### src/rtl/sop_sweep.sv
// Sweeps an N-input boolean function through all 2^N input rows, one per cycle,
// presenting each vector with its function value and counting the rows where it is 1.
module sop_sweep #(
   parameter int N = 4
) (
   input  logic              clk,
   input  logic              rst_n,
   input  logic              start,
   input  logic              pos,
   input  logic [2**N-1:0]   mask,
   input  logic              hold,
   output logic [N-1:0]      vec,
   output logic              s,
   output logic              valid,
   output logic              busy,
   output logic              done,
   output logic [N:0]        ones_count
);

   localparam int M = 2**N;

   typedef enum logic [1:0] {IDLE, RUN, DONE} state_t;

   state_t          state;
   logic [M-1:0]    mask_q;
   logic            pos_q;
   logic [N-1:0]    vec_next;
   logic            last_row;

   assign vec_next = vec + N'(1);
   assign last_row = (vec == N'(M - 1));

   // The function value is registered together with the vector, so s is
   // looked up from the row being stepped into, not the current one.
   always_ff @(posedge clk or negedge rst_n) begin
      if (!rst_n) begin
         state      <= IDLE;
         mask_q     <= '0;
         pos_q      <= 1'b0;
         vec        <= '0;
         s          <= 1'b0;
         valid      <= 1'b0;
         busy       <= 1'b0;
         done       <= 1'b0;
         ones_count <= '0;
      end else begin
         case (state)
            IDLE: begin
               if (start) begin
                  state      <= RUN;
                  mask_q     <= mask;
                  pos_q      <= pos;
                  vec        <= '0;
                  s          <= pos ? ~mask[0] : mask[0];
                  valid      <= 1'b1;
                  busy       <= 1'b1;
                  ones_count <= '0;
               end
            end
            RUN: begin
               if (!hold) begin
                  ones_count <= ones_count + (N+1)'(s);
                  if (last_row) begin
                     state <= DONE;
                     valid <= 1'b0;
                     done  <= 1'b1;
                  end else begin
                     vec <= vec_next;
                     s   <= pos_q ? ~mask_q[vec_next] : mask_q[vec_next];
                  end
               end
            end
            DONE: begin
               state <= IDLE;
               done  <= 1'b0;
               busy  <= 1'b0;
            end
            default: begin
               state <= IDLE;
               valid <= 1'b0;
               busy  <= 1'b0;
               done  <= 1'b0;
            end
         endcase
      end
   end

endmodule

### config.mk
export PLATFORM = sky130hd
export DESIGN_NAME = sop_sweep
export DESIGN_NICKNAME = d
export VERILOG_FILES = /design/src/rtl/sop_sweep.sv
export SDC_FILE = /design/constraint.sdc
export NUM_CORES = 1
export LEC_CHECK = 0
export ABC_CLOCK_PERIOD_IN_PS = 2500
export BUFFER_PORTS_ARGS = -buffer_cell sky130_fd_sc_hd__buf_2
export CAP_MARGIN = 20
export CORE_MARGIN = 3
export CORE_UTILIZATION = 25
export CTS_BUF_LIST = sky130_fd_sc_hd__clkbuf_8
export DETAILED_ROUTE_END_ITERATION = 8
export GPL_TIMING_DRIVEN = 0
export PLACE_DENSITY_LB_ADDON = 0.05
export SLEW_MARGIN = 10
export SYNTH_ARGS = -nofsm -noshare
export SYNTH_HDL_FRONTEND = slang
export SYNTH_SLANG_ARGS = --single-unit
### constraint.sdc
create_clock -name clk -period 2.5 [get_ports clk]
set_input_delay 0.25 -clock clk [delete_from_list [all_inputs] [get_ports clk]]
set_output_delay 0.25 -clock clk [all_outputs]
set_load 0.01 [all_outputs]
* After elaboration in Yosys (flattened, before gate mapping)
Cells that the tools add are included.
** Word-level totals
- Output and inout port bits :: 13
- Flip-flop bits (word level) :: 32
- Input port bits :: 21
- Word-level logic and storage cells :: 60
** Operators by class
- Eq/ne operators :: 7
- Multiplexer cells :: 27
- Magnitude comparators :: 1
- Bitwise gates (word level) :: 5
- Add/sub/neg operators :: 2
- Reduce and logical (&&, ||, !) cells :: 9
** Operators with widths (number)
- 4-bit two-way mux :: 3
- 1-bit two-way mux :: 11
- 5-bit two-way mux :: 2
- 5-bit case mux with 2 select lines :: 1
- 3-bit AND reduction :: 3
- 2-bit != test, second input constant :: 4
- 4-bit case mux with 2 select lines :: 1
- 4-bit AND reduction :: 2
- 2-bit two-way mux :: 3
- 1-bit case mux with 2 select lines :: 3
- 5-bit by 1-bit adder with 5-bit output :: 1
- 4-bit by 5-bit less-than comparator with 1-bit output, second input constant :: 1
- 1-bit NOT :: 5
- 4-bit by 1-bit adder with 4-bit output, second input constant :: 1
- 1-bit binary-select mux with 4-bit select :: 1
- 4-bit equality test, second input constant :: 1
- 2-bit case mux with 2 select lines :: 1
- 2-bit AND reduction :: 2
- 1-bit case mux with 3 select lines :: 1
- 2-bit by 1-bit equality test with 1-bit output, second input constant :: 1
- 2-bit equality test, second input constant :: 1
- 2-bit logical NOT :: 1
- 2-bit nonzero test :: 1

* Longest topological paths before layout
- Word-level depth :: 8
- Mapped depth :: 6

* Least setup slack after synthesis
OpenSTA, ideal clock, no wires.
- Path kind :: register to register
- Start :: register vec[0]
- End :: register s
- Path buffers :: 1
- Slack :: 457 ps
- Setup time :: 126 ps
- Arrival time :: 1917 ps
- Stages on the path, launching flop included :: 6
- Cells stage by stage :: dfrtp_1 > buf_6 > mux4_1 > mux4_2 > mux2i_1 > a221o_1
** Between the ends
- Longest elaborated chain between the ends :: 8
** RTL lines
- start: declaration :: line 12 : output logic [N-1:0] vec,
- start signal: assignment :: line 68 : vec <= vec_next;
- 4-bit by 1-bit adder with 4-bit output :: line 30 : assign vec_next = vec + N'(1);
- 1-bit binary-select mux with 4-bit select :: line 69 : s <= pos_q ? ~mask_q[vec_next] : mask_q[vec_next];
- 1-bit two-way mux (implied by the code) :: line 69
- 1-bit NOT :: line 69
- 1-bit two-way mux :: line 69
- 1-bit two-way mux :: line 63 : if (last_row) begin
- 1-bit two-way mux :: line 61 : if (!hold) begin
- 1-bit case mux with 2 select lines :: line 47 : case (state)
- end signal: assignment :: line 54 : s <= pos ? ~mask[0] : mask[0];
- end signal: assignment :: line 69
- end: declaration :: line 13 : output logic s,
Several ways; a longest one is shown, not always the timed one. The select of a mux whose other input is x is not followed.
A chain may end at the register's enable or synchronous reset.

* Final worst setup path
- Start :: register vec[1]
- End :: register s
Same word-level chain as after synthesis.

==> metrics.csv <==
metric;value;unit
cts_inserted_buffers;5;
fin_skew;0.00374;ns
synth_nets;144;
portBuffers;33;
fin_ws;0.294;ns
cts_resized;0;
slew_violations;0;
total_power;2.20;mW
diodes;0;
drt-initial-drc-count;56;
cp.arrival;2.37;ns
wl;3440;um
clockRootBuffer;clkbuf_8;
hold_violations;0;
drc;0;
min_path_type;input pin to async pin;
num_rows;27;
initial_core_util;26.8;%
layout.nets;184;
clock_latency;0.28;ns
ios;34;
dpl.hpwl;2540;um
core;0.00571;mm2
syn_area;0.00153;mm2
cts_setup_buffers;0;
place.gp.congestion;0.723;
path_class;register to register;
die-area;0.00708;mm2
holdWs;0.0288;ns
syn_to_final_growth;23.0;%
cap_violations;0;
clkTransAtPathRegs;0.07;ns
grt_overflow_total;0;
p_leak;0.898;nW
required;2.66;ns
rsz0062_at_grt;no;
syn_inst;120;
vias_per_cell;4.69;
power.density;1170;mW/mm2
synth-seq-cells;32;
first_pass_iters;6;
chipWidth;84.2;um
seq_area_frac_synth;52.4;%
relSlewSlack;51.0;%
dp_slack;0.283;ns
finalSetupTns;0;ns
post-route-min-period;2.21;ns
drive_gt1_share;38.1;%
ys_warn_count;0;
ir_worst_vdd;0.000460;V
ys_types;26;
path_max_fanout;5;
holdBufCountCts;0;
cpPeakStageDelay;0.50;ns
clock_path_buffers;2;
antenna_found_initial;0;
fmax;453;MHz
tightest_slew;0.735;ns
num_vias;1089;
final-setup-viol-count;0;
fill_cells;591;
end_kind;register;
worst_path_max_delay_cell;mux4_2;
die_h;84.2;um
grt_pass1_wl;5980;um
critPathLaunchType;register;
h-tree-depth;2;
fin_crit_sh;88.2;%
cts_sinks;32;
wl_per_cell;14.8;um
postSynthAreaPerCell;12.7;um2
outcome;finished clean;
grt_max_degree;33;
grt_pass1_vias;1198;
grt_usage;10.8;%
cts_tree;built;
path_cells;ha_1, mux4_1, mux4_2, mux2i_1, a221o_1;
detail-route-antenna-nets;0;
==> cell usage after synthesis <==
master | count | area, um2
a21o_1 | 2 | 15.0
a21oi_1 | 4 | 20.0
a21oi_4 | 1 | 16.3
a221o_1 | 1 | 10.0
a22o_1 | 4 | 35.0
and3_1 | 1 | 6.26
buf_2 | 1 | 5.00
buf_6 | 1 | 11.3
clkbuf_1 | 3 | 11.3
dfrtp_1 | 32 | 801
ha_1 | 3 | 37.5
inv_1 | 2 | 7.51
mux2_2 | 17 | 191
mux2i_1 | 1 | 10.0
mux4_1 | 4 | 105
mux4_2 | 1 | 22.5
nand2_1 | 8 | 30.0
nand2b_1 | 3 | 18.8
nand3_1 | 5 | 25.0
nand4_1 | 3 | 18.8
nand4b_1 | 1 | 8.76
nor2_1 | 9 | 33.8
nor3_1 | 2 | 10.0
o21ai_0 | 5 | 25.0
xnor2_1 | 1 | 8.76
xor2_1 | 5 | 43.8
==> worst max-delay path: cells and delay by family, from the launching register on <==
| family | cells | cell delay (ns) |
|---|---|---|
| adder cells (fa/ha/maj) | 1 | 0.43 |
| flip-flops | 1 | 0.43 |
| AO/OA/AOI/OAI | 1 | 0.26 |
| multiplexers | 3 | 0.98 |
==> per-layer routing <==
layer	vias to the layer above	global-route usage (%)	wire length, um
met5	-	0	0
met4	0	4.82	51
met3	5	3.43	201
met2	27	17.9	1660
met1	541	12.6	1530
li1	516	-	-
==> flip-flops by register name, indices dropped and copies added (netlist names) <==
signal and count:
busy 1, done 1, mask_q 16, ones_count 5, pos_q 1, s 1
state 2, valid 1, vec 4
==> cell families after synthesis <==
group	after synthesis	synth area share (%)
AOI/OAI and AO/OA	17	7.94
xor gates and xnor gates	6	3.44
adders and majority gates	3	2.46
buffers and inverters	7	2.29
DFF	32	52.4
muxes	23	21.5
and+or+nand+nor	32	9.91
==> per-stage QoR <==
step | util [%] | instance area [um2] | std cells
2_1_floorplan | - | 1530 | 120
3_3_place_gp | 31.2 | 1780 | 225
3_5_place_dp | 31.2 | 1780 | 225
4_1_cts | 32.9 | 1880 | 232
5_1_grt | 32.9 | 1880 | 232
6_report | 32.9 | 1880 | 232
==> cells in the final DEF, fill, tap and decap left out, drive strengths merged, types with 5 or more instances in the layout <==
master   n
nand2    8
buf     35
o21ai    5
xor2     5
a21oi    5
nor2     9
nand3    5
clkbuf  10
mux2    17
mux4     5
dfrtp   32
==> power breakdown <==
| group | switching (mW) | total, mW | internal, mW |
|---|---|---|---|
| Clock | 0.180 | 0.425 | 0.245 |
| Sequential | 0.159 | 0.907 | 0.748 |
| Combinational | 0.371 | 0.866 | 0.496 |
==> worst paths after layout <==
kind,slack [ns],cells after the start,startpoint,endpoint
setup reg to reg,0.29,5,vec[1]$_DFFE_PN0P_,s$_DFFE_PN0P_
hold / removal,0.03,1,rst_n,busy$_DFFE_PN0P_
max in group asynchronous,2.00,1,rst_n,mask_q[12]$_DFFE_PN0P_
hold reg to reg,0.50,1,mask_q[0]$_DFFE_PN0P_,mask_q[0]$_DFFE_PN0P_
min in group clk,0.20,2,hold,state[1]$_DFFE_PN0P_
setup / recovery,0.29,5,vec[1]$_DFFE_PN0P_,s$_DFFE_PN0P_
==> final cells by class <==
class,instances,area (um2),area share (%)
sequential,32,801,42.6
inverter,2,7.51,0.399
tap,72,90.1,4.79
clock buffer,7,96.3,5.13
multi-input combinational,81,692,36.8
buffer,5,27.5,1.46
timing repair buffer,33,165,8.79
Note: power is estimated with default switching activity, not from simulation.
